`src/rtl/accel_shot_detector.sv`:
```
`default_nettype none
// ============================================================================
//  Module   : accel_shot_detector
//  Purpose  : Smooths 16-bit X-axis accelerometer samples with a power-of-two
//             moving average and detects one basketball shot gesture per
//             swing (rest -> swing -> release). Each detected shot produces a
//             single-cycle pulse carrying the peak filtered value and the
//             swing duration in samples.
//  Ports    : CLK100MHZ  in   system clock
//             rst        in   synchronous reset, active-high
//             x_raw      in   16b two's-complement X sample
//             x_valid    in   one sample per high cycle
//             filt_x     out  16b signed moving average
//             filt_valid out  pulse, filt_x updated (1 cycle after x_valid)
//             shot_valid out  pulse, shot detected (1 cycle after filt_valid)
//             shot_peak  out  16b signed peak of the last shot (held)
//             shot_dur   out  8b swing length of the last shot (held)
//             state_dbg  out  0=FILL 1=WAIT_REST 2=SWING 3=COOLDOWN
//  Revision : 1.0  initial release
// ============================================================================
module accel_shot_detector #(
  parameter int AVG_LOG2         = 3,
  parameter int REST_BAND        = 64,
  parameter int REST_SAMPLES     = 8,
  parameter int TRIG_THRESH      = 600,
  parameter int DROP             = 200,
  parameter int MAX_SWING        = 200,
  parameter int COOLDOWN_SAMPLES = 64
) (
  input  logic               CLK100MHZ,
  input  logic               rst,
  input  logic signed [15:0] x_raw,
  input  logic               x_valid,
  output logic signed [15:0] filt_x,
  output logic               filt_valid,
  output logic               shot_valid,
  output logic signed [15:0] shot_peak,
  output logic        [7:0]  shot_dur,
  output logic        [1:0]  state_dbg
);

  localparam int DEPTH = 1 << AVG_LOG2;
  localparam int SW    = 16 + AVG_LOG2;

  localparam logic signed [15:0] REST_HI   = 16'(REST_BAND);
  localparam logic signed [15:0] REST_LO   = 16'(-REST_BAND);
  localparam logic signed [15:0] TRIG      = 16'(TRIG_THRESH);
  localparam logic signed [16:0] DROP_V    = 17'(DROP);
  localparam logic        [7:0]  REST_N    = 8'(REST_SAMPLES);
  localparam logic        [7:0]  MAX_N     = 8'(MAX_SWING);
  localparam logic        [7:0]  FILL_LAST = 8'(DEPTH - 1);
  localparam logic        [7:0]  COOL_LAST = 8'(COOLDOWN_SAMPLES - 1);
  localparam logic [AVG_LOG2-1:0] WP_INC   = AVG_LOG2'(1);

  // --------------------------------------------------------------------------
  // Moving-average filter
  // --------------------------------------------------------------------------
  logic signed [15:0]   ring [DEPTH];
  logic [AVG_LOG2-1:0]  wp;
  logic signed [SW-1:0] sum;
  logic signed [SW-1:0] x_ext;
  logic signed [SW-1:0] old_ext;
  logic signed [SW-1:0] sum_next;

  always_comb begin
    x_ext    = {{AVG_LOG2{x_raw[15]}}, x_raw};
    old_ext  = {{AVG_LOG2{ring[wp][15]}}, ring[wp]};
    sum_next = sum + x_ext - old_ext;
  end

  always_ff @(posedge CLK100MHZ) begin
    if (rst) begin
      for (int i = 0; i < DEPTH; i++) ring[i] <= '0;
      wp         <= '0;
      sum        <= '0;
      filt_x     <= '0;
      filt_valid <= 1'b0;
    end else begin
      filt_valid <= x_valid;
      if (x_valid) begin
        sum      <= sum_next;
        ring[wp] <= x_raw;
        wp       <= wp + WP_INC;
        // The sum of DEPTH 16-bit samples never exceeds SW bits, so the low
        // 16 bits above the fraction are exactly sum >>> AVG_LOG2.
        filt_x   <= sum_next[AVG_LOG2 +: 16];
      end
    end
  end

  // --------------------------------------------------------------------------
  // Gesture state machine (advances on filt_valid only)
  // --------------------------------------------------------------------------
  typedef enum logic [1:0] {
    FILL      = 2'd0,
    WAIT_REST = 2'd1,
    SWING     = 2'd2,
    COOLDOWN  = 2'd3
  } state_t;

  state_t             state;
  logic [7:0]         cnt;
  logic [7:0]         rest_cnt;
  logic [7:0]         dur;
  logic signed [15:0] peak;

  logic               at_rest;
  logic               armed;
  logic               trig;
  logic               release_hit;
  logic [7:0]         dur_inc;
  logic signed [16:0] filt17;
  logic signed [16:0] drop_lvl;

  always_comb begin
    at_rest     = (filt_x >= REST_LO) && (filt_x <= REST_HI);
    armed       = (rest_cnt >= REST_N);
    trig        = (filt_x >= TRIG);
    filt17      = {filt_x[15], filt_x};
    // 17-bit threshold so a very negative peak cannot wrap positive.
    drop_lvl    = {peak[15], peak} - DROP_V;
    release_hit = (filt17 <= drop_lvl);
    dur_inc     = dur + 8'd1;
  end

  always_ff @(posedge CLK100MHZ) begin
    if (rst) begin
      state      <= FILL;
      cnt        <= '0;
      rest_cnt   <= '0;
      dur        <= '0;
      peak       <= '0;
      shot_valid <= 1'b0;
      shot_peak  <= '0;
      shot_dur   <= '0;
    end else begin
      shot_valid <= 1'b0;
      if (filt_valid) begin
        case (state)
          FILL: begin
            if (cnt == FILL_LAST) begin
              state    <= WAIT_REST;
              cnt      <= '0;
              rest_cnt <= '0;
            end else begin
              cnt <= cnt + 8'd1;
            end
          end

          WAIT_REST: begin
            // Arming uses the rest count accumulated before this sample.
            if (armed && trig) begin
              state    <= SWING;
              peak     <= filt_x;
              dur      <= 8'd1;
              rest_cnt <= '0;
            end else if (at_rest) begin
              if (rest_cnt != 8'hFF) rest_cnt <= rest_cnt + 8'd1;
            end else if (!armed) begin
              rest_cnt <= '0;
            end
            // Once armed, the averaged ramp between the rest band and the
            // trigger level must not disarm, so the count is held there.
          end

          SWING: begin
            if (release_hit) begin
              shot_valid <= 1'b1;
              shot_peak  <= peak;
              shot_dur   <= dur_inc;
              state      <= COOLDOWN;
              cnt        <= '0;
            end else if (dur_inc >= MAX_N) begin
              state <= COOLDOWN;
              cnt   <= '0;
            end else begin
              dur <= dur_inc;
              if (filt_x > peak) peak <= filt_x;
            end
          end

          COOLDOWN: begin
            if (cnt == COOL_LAST) begin
              state    <= WAIT_REST;
              cnt      <= '0;
              rest_cnt <= '0;
            end else begin
              cnt <= cnt + 8'd1;
            end
          end

          default: state <= FILL;
        endcase
      end
    end
  end

  assign state_dbg = state;

endmodule
`default_nettype wire

```
`config.mk`:
```
export PLATFORM = sky130hd
export DESIGN_NAME = accel_shot_detector
export DESIGN_NICKNAME = d
export VERILOG_FILES = /design/src/rtl/accel_shot_detector.sv
export SDC_FILE = /design/constraint.sdc
export NUM_CORES = 1
export LEC_CHECK = 0
export BUFFER_PORTS_ARGS = -buffer_cell sky130_fd_sc_hd__buf_2
export CAP_MARGIN = 25
export CORE_ASPECT_RATIO = 1.75
export CORE_MARGIN = 2
export CORE_UTILIZATION = 45
export CTS_BUF_LIST = sky130_fd_sc_hd__clkbuf_4 sky130_fd_sc_hd__clkbuf_8
export CTS_CLUSTER_SIZE = 40
export DETAILED_ROUTE_END_ITERATION = 8
export GPL_ROUTABILITY_DRIVEN = 0
export PLACE_DENSITY = 0.68
export SYNTH_ARGS = -nofsm -noshare
export SYNTH_HDL_FRONTEND = slang
export SYNTH_SLANG_ARGS = --single-unit
export TNS_END_PERCENT = 5
```
`constraint.sdc`:
```
create_clock -name CLK100MHZ -period 6.19 [get_ports CLK100MHZ]
set_input_delay 0.9285 -clock CLK100MHZ [delete_from_list [all_inputs] [get_ports CLK100MHZ]]
set_output_delay 0.9285 -clock CLK100MHZ [all_outputs]
set_load 0.02 [all_outputs]
```
# Word-level counts from Yosys, hierarchy flattened
# Memories as Yosys holds them, arrays and structs flattened. A register that Yosys moved wholly into a read port is not among the register bits.
# Cells that the tools add are included.
dict set report op_classes {
  bitwise 2
  div 0
  n_reduce_logical 14
  eq_ne 15
  mux 38
  add_sub_neg 7
  n_lt_le_gt_ge 7
  shift 0
  multipliers 0
}
# cell n
set ops {}
lappend ops {{$mux W8} 13}
lappend ops {{$mux W16} 5}
lappend ops {{$pmux W8 S3} 2}
lappend ops {{$pmux W16 S2} 1}
lappend ops {{$add A8 B1 Y8 const B} 3}
lappend ops {{$add A19 B16 Y19} 1}
lappend ops {{$sub A19 B16 Y19} 1}
lappend ops {{$le A16 B17 Y1} 1}
lappend ops {{$sub A16 B9 Y17 const B} 1}
lappend ops {{$ge A16 B11 Y1 const B} 1}
lappend ops {{$ge A16 B7 Y1 const B} 1}
lappend ops {{$gt A16 B16 Y1} 1}
lappend ops {{$le A16 B8 Y1 const B} 1}
lappend ops {{$pmux W8 S2} 1}
lappend ops {{$reduce_or A16 Y1} 1}
lappend ops {{$ne A2 B2 Y1 const B} 6}
lappend ops {{$reduce_and A6 Y1} 2}
lappend ops {{$mux W2} 5}
lappend ops {{$reduce_and A5 Y1} 2}
lappend ops {{$mux W3} 3}
lappend ops {{$eq A8 B3 Y1 const B} 1}
lappend ops {{$eq A8 B6 Y1 const B} 1}
lappend ops {{$ge A8 B4 Y1 const B} 1}
lappend ops {{$ge A8 B8 Y1 const B} 1}
lappend ops {{15 further kinds} 27}
dict set report word_totals {
  out_inout_bits 44
  n_memories 1
  ramBits 128
  latch_bits 0
  regBits 106
  romBits 0
  input_bits 19
  word_cells 96
}
# memory words width read_ports rd_clocked_by_memory_dff write_ports line_no
set memory_table {}
lappend memory_table {ring 8 16 1 1 8 58} ;# logic signed [15:0] ring [DEPTH];

# Logic depth before layout (Yosys ltp)
dict set report depth {
  depth_word 5
  depth_mapped 18
  depth_no_buf 16
}

# Least setup slack after synthesis
# No wires, ideal clock.
dict set report synth_timing {
  kind {register -> register}
  from {reg (tool-made name)}
  to {reg filt_x[15]}
  setup_time_ns 0.121
  stages_incl_launch_ff 16
  required_time_ns 6.069
  slack_ns 1.649
  arrival_ns 4.421
  synth_period_minus_slack_ns 4.541
  path_buffers 2
  path_cell_list {dfxtp_1 clkbuf_1 buf_1 mux4_2 mux2_2 fa_1 inv_1 ha_1 o211ai_1 a21oi_1 o31a_1 a21bo_2 a211o_1 nor2b_1 o221ai_1 mux2_2}
}
# item line_no
set synth_lines {}
lappend synth_lines {{end signal, assigned} 86} ;# filt_x <= sum_next[AVG_LOG2 +: 16];
lappend synth_lines {{end, declared} 34} ;# output logic signed [15:0] filt_x,

==> results.sh <==
export IMPL_fin_crit_ps=4840
export IMPL_ios=63
export IMPL_coreArea_sq_um=26700
export IMPL_p_sw_uw=1700
export IMPL_drt_wl_total_um=29800
export IMPL_num_rows=79
export IMPL_timing_critical_path_fanout_max=25
export IMPL_synth_seq_cells=221
export IMPL_nets_in_the_synthesized_netlist=1220
export IMPL_globalRouteOverflowTotal=0
export IMPL_hold_worst_slack_ps=480
export IMPL_starting_utilization_of_the_core_area=0.459
export IMPL_post_dp_hpwl_um=20800
export IMPL_cts_buffers_inserted=34
export IMPL_synth_xor_area_share=0.0286
export IMPL_status="finished, final reports clean"
export IMPL_cts_root_buf="sky130_fd_sc_hd__clkbuf_8"
export IMPL_synthFlopType="sky130_fd_sc_hd__edfxtp_1"
export IMPL_cts_tree="done"
export IMPL_clk_latency_ps=530
export IMPL_criticalPathCategory="reg -> reg"
export IMPL_whs_path_depth=2
export IMPL_cts_resized_gates=0
export IMPL_timing_critical_path_to_type="register"
export IMPL_vias=8730
export IMPL_final_setup_viol_count=0
export IMPL_layout_common_cells="sky130_fd_sc_hd__edfxtp_1, sky130_fd_sc_hd__nor2_1, sky130_fd_sc_hd__dfxtp_1, sky130_fd_sc_hd__inv_1, sky130_fd_sc_hd__nor4_1"
export IMPL_cts_hold_fix_buffers=0
export IMPL_antenna_cells_inserted=0
export IMPL_setup_reg_to_reg_worst_slack_ps=1350
export IMPL_min_delay_worst_endpoint="sum[1]"
export IMPL_h_tree_levels=2
export IMPL_cell_pwr_density_nw_per_um2=353
export IMPL_grt_setup_unrepaired="false"
export IMPL_p_int_uw=3030
export IMPL_power_switching_fraction=0.360
export IMPL_netlist_area_sq_um=12200
export IMPL_synthDistinctLibCells=71
export IMPL_drc_errors=0
export IMPL_synth_cells=1121
export IMPL_simple_gate_share_of_the_synthesized_area=0.161
export IMPL_timing_slew_headroom=0.351
export IMPL_clock_sinks=221
export IMPL_most_common_library_cell_in_the_layout_ignoring_fill_and_taps="sky130_fd_sc_hd__edfxtp_1"
export IMPL_dieWidth_um=129
export IMPL_fmax_mhz=207
export IMPL_max_slew_worst_pin_slew_ps=972
export IMPL_number_of_drc_violations_after_detailed_routing_iteration_0=572
export IMPL_drive_gt1_frac=0.176
export IMPL_dieHeight_um=222
export IMPL_relative_area_change_from_synthesis_to_final_layout_pct=9.35
export IMPL_place_port_buffers=62
export IMPL_synth_top_family_by_area="simple AND/OR/NAND/NOR gates"
export IMPL_antenna_found_initial=1
export IMPL_route_detailed_wl_per_inst_um=19.9
export IMPL_pwr_share_seq=0.380
export IMPL_r2r_cells=12
export IMPL_static_leakage_power_uw=0.00516
export IMPL_timing_final_crit_share=0.782
export IMPL_grt_usage=0.209
export IMPL_setup_total_negative_slack_ps=0
export IMPL_clock_tree_buffer_depth=3
export IMPL_grt_max_degree=57
export IMPL_via_per_inst=5.83
export IMPL_hold_path_class="reg -> reg"
export IMPL_power_share_combinational=0.350
export IMPL_cp_data_required_time_ps=6590
export IMPL_worst_path_largest_cell_delay_ps=920
export IMPL_synthesized_area_fraction_occupied_by_ao_oa_aoi_and_oai_cells=0.0691
export IMPL_maxCapViolations=0
export IMPL_synth_sequential_area_ratio=0.466
export IMPL_critPathLaunchType="register"
export IMPL_final_hold_vio_count=0
export IMPL_synthAdderAreaFrac=0.0928
export IMPL_peakVddDrop_mv=0.136
export IMPL_nNetsFinal=1250
export IMPL_fin_worst_skew_ps=11.2
export IMPL_via_count_of_the_first_global_routing_pass=8825
export IMPL_slowest_stage="sky130_fd_sc_hd__dfxtp_2"
export IMPL_post_synth_mux_area_share=0.118
export IMPL_final_antenna_net_count=0
export IMPL_synth_edff_count=128
export IMPL_worstReg2RegEnd="filt_x[12]"
export IMPL_crit_arrival_ps=5240
export IMPL_pwr_share_clk=0.270
export IMPL_worstPathCellList="mux4_2, mux2_2, fa_1, inv_1, ha_1, and4_1, a21oi_1, a31oi_1, o211ai_1, a311o_1, or4b_2, o311ai_0"
export IMPL_asyncSetResetFlopFracSynth=0
export IMPL_dieArea_sq_um=28600
export IMPL_postSynthAreaPerCell_sq_um=10.9
export IMPL_worstHoldStart="sum[1]"
export IMPL_timing_max_transition_violations_final=0
export IMPL_grt_pass1_wl_um=46400
export IMPL_postCtsSetupRepairBufs=0
export IMPL_yosysWarnings=0
export IMPL_cts_reportedPaths_clkPinSlew_ps=60
export IMPL_drt_pre_antenna_iters=5
## worst max path at each step
stage                  start         end  slack (ps)  cells past startpoint
detailed placement  register  filt_x[12]        1400                     13
global route        register  filt_x[12]        1040                     12
floorplan           register  filt_x[15]        1650                     15
finish              register  filt_x[12]        1350                     12
global placement    register  filt_x[12]        1470                     12
CTS                 register  filt_x[12]        1350                     12
## cell families (layout without fill, tap and decap cells)
| group | count (synthesis) | count (layout) |
|---|---|---|
| and+or+nand+nor | 373 | 373 |
| DFF | 221 | 221 |
| buffers and inverters | 182 | 234 |
| AOI/OAI and AO/OA | 123 | 123 |
| muxes | 102 | 102 |
| adders and majority gates | 80 | 80 |
| xor gates and xnor gates | 40 | 40 |
## power by group through the flow
stage          Combinational, uW  Clock, uW  Sequential, uW
6_report                    1650       1280            1800
2_1_floorplan               1290          0            1760
4_1_cts                     1650       1300            1800
3_5_place_dp                1640          0            1830
5_1_grt                     1820       1350            1820
3_3_place_gp                1600          0            1830
## cell type report
class | instances | area, sq um
Fill cell | 2372 | 13300
Inverter | 100 | 375
Timing Repair Buffer | 76 | 438
Tap cell | 324 | 405
Clock inverter | 16 | 153
Multi-Input combinational cell | 718 | 5770
Sequential cell | 221 | 5710
Clock buffer | 42 | 541
## synthesized netlist by cell type (5+ instances only)
cell type / instances / area (sq um)
sky130_fd_sc_hd__mux2_2: 19 / 214
sky130_fd_sc_hd__a21oi_1: 36 / 180
sky130_fd_sc_hd__or2_2: 9 / 56.3
sky130_fd_sc_hd__fa_1: 18 / 360
sky130_fd_sc_hd__buf_1: 5 / 18.8
sky130_fd_sc_hd__clkbuf_1: 50 / 188
sky130_fd_sc_hd__nand4_1: 16 / 100
sky130_fd_sc_hd__clkinv_1: 16 / 60.1
sky130_fd_sc_hd__xnor2_1: 25 / 219
sky130_fd_sc_hd__dfxtp_1: 93 / 1860
sky130_fd_sc_hd__buf_4: 18 / 135
sky130_fd_sc_hd__a21o_1: 15 / 113
sky130_fd_sc_hd__nand2_1: 27 / 101
sky130_fd_sc_hd__nor2_1: 101 / 379
sky130_fd_sc_hd__nand3_1: 14 / 70.1
sky130_fd_sc_hd__and3_1: 11 / 68.8
sky130_fd_sc_hd__o211ai_1: 7 / 52.6
sky130_fd_sc_hd__buf_2: 6 / 30.0
sky130_fd_sc_hd__ha_1: 62 / 776
sky130_fd_sc_hd__or3_1: 5 / 31.3
sky130_fd_sc_hd__nor3_1: 59 / 295
sky130_fd_sc_hd__inv_1: 84 / 315
sky130_fd_sc_hd__o21ai_0: 15 / 75.1
sky130_fd_sc_hd__nand2b_1: 12 / 75.1
sky130_fd_sc_hd__mux2i_1: 51 / 510
sky130_fd_sc_hd__nor4_1: 67 / 419
sky130_fd_sc_hd__edfxtp_1: 128 / 3840
sky130_fd_sc_hd__mux4_2: 32 / 721
sky130_fd_sc_hd__xor2_1: 15 / 131
sky130_fd_sc_hd__a211oi_1: 12 / 90.1
sky130_fd_sc_hd__and2_1: 26 / 163
## routing by layer
metal	up-vias	wire length (um)	global-route usage	share of wire
li1	4145	-	-	-
met1	4249	10600	0.214	0.35
met2	247	16400	0.398	0.55
met3	87	1380	0.0335	0.046
met4	2	1380	0.105	0.046
met5	-	5	0	0.00017
## stage by stage
stage               total power (uW)   util  worst slack, ps  cell area [sq um]  std cells
floorplan                       3040      -             1650              12200       1121
global route                    4990  0.502             1040              13400       1497
finish                          4730  0.502             1350              13400       1497
global placement                3430  0.475             1470              12700       1438
detailed placement              3470  0.475             1400              12700       1438
CTS                             4750  0.501             1350              13400       1496
## worst max-delay path, delay by kind of cell (launching register included)
family | cells | cell delay [ps]
DFF | 1 | 920
buffers and inverters | 1 | 40
adders and majority gates | 2 | 850
muxes | 2 | 890
and+or+nand+nor | 2 | 850
AOI/OAI and AO/OA | 5 | 1150
## state kept, by name, indices dropped and copies added, names as in the netlist, named ones only
signal      cells
cnt             8
wp              3
ring          128
shot_dur        8
filt_x         16
sum             3
shot_peak      16
rest_cnt        8
dur             8
state_dbg       2
filt_valid      1
shot_valid      1
peak           16
Note: power is estimated with default switching activity, not from simulation.
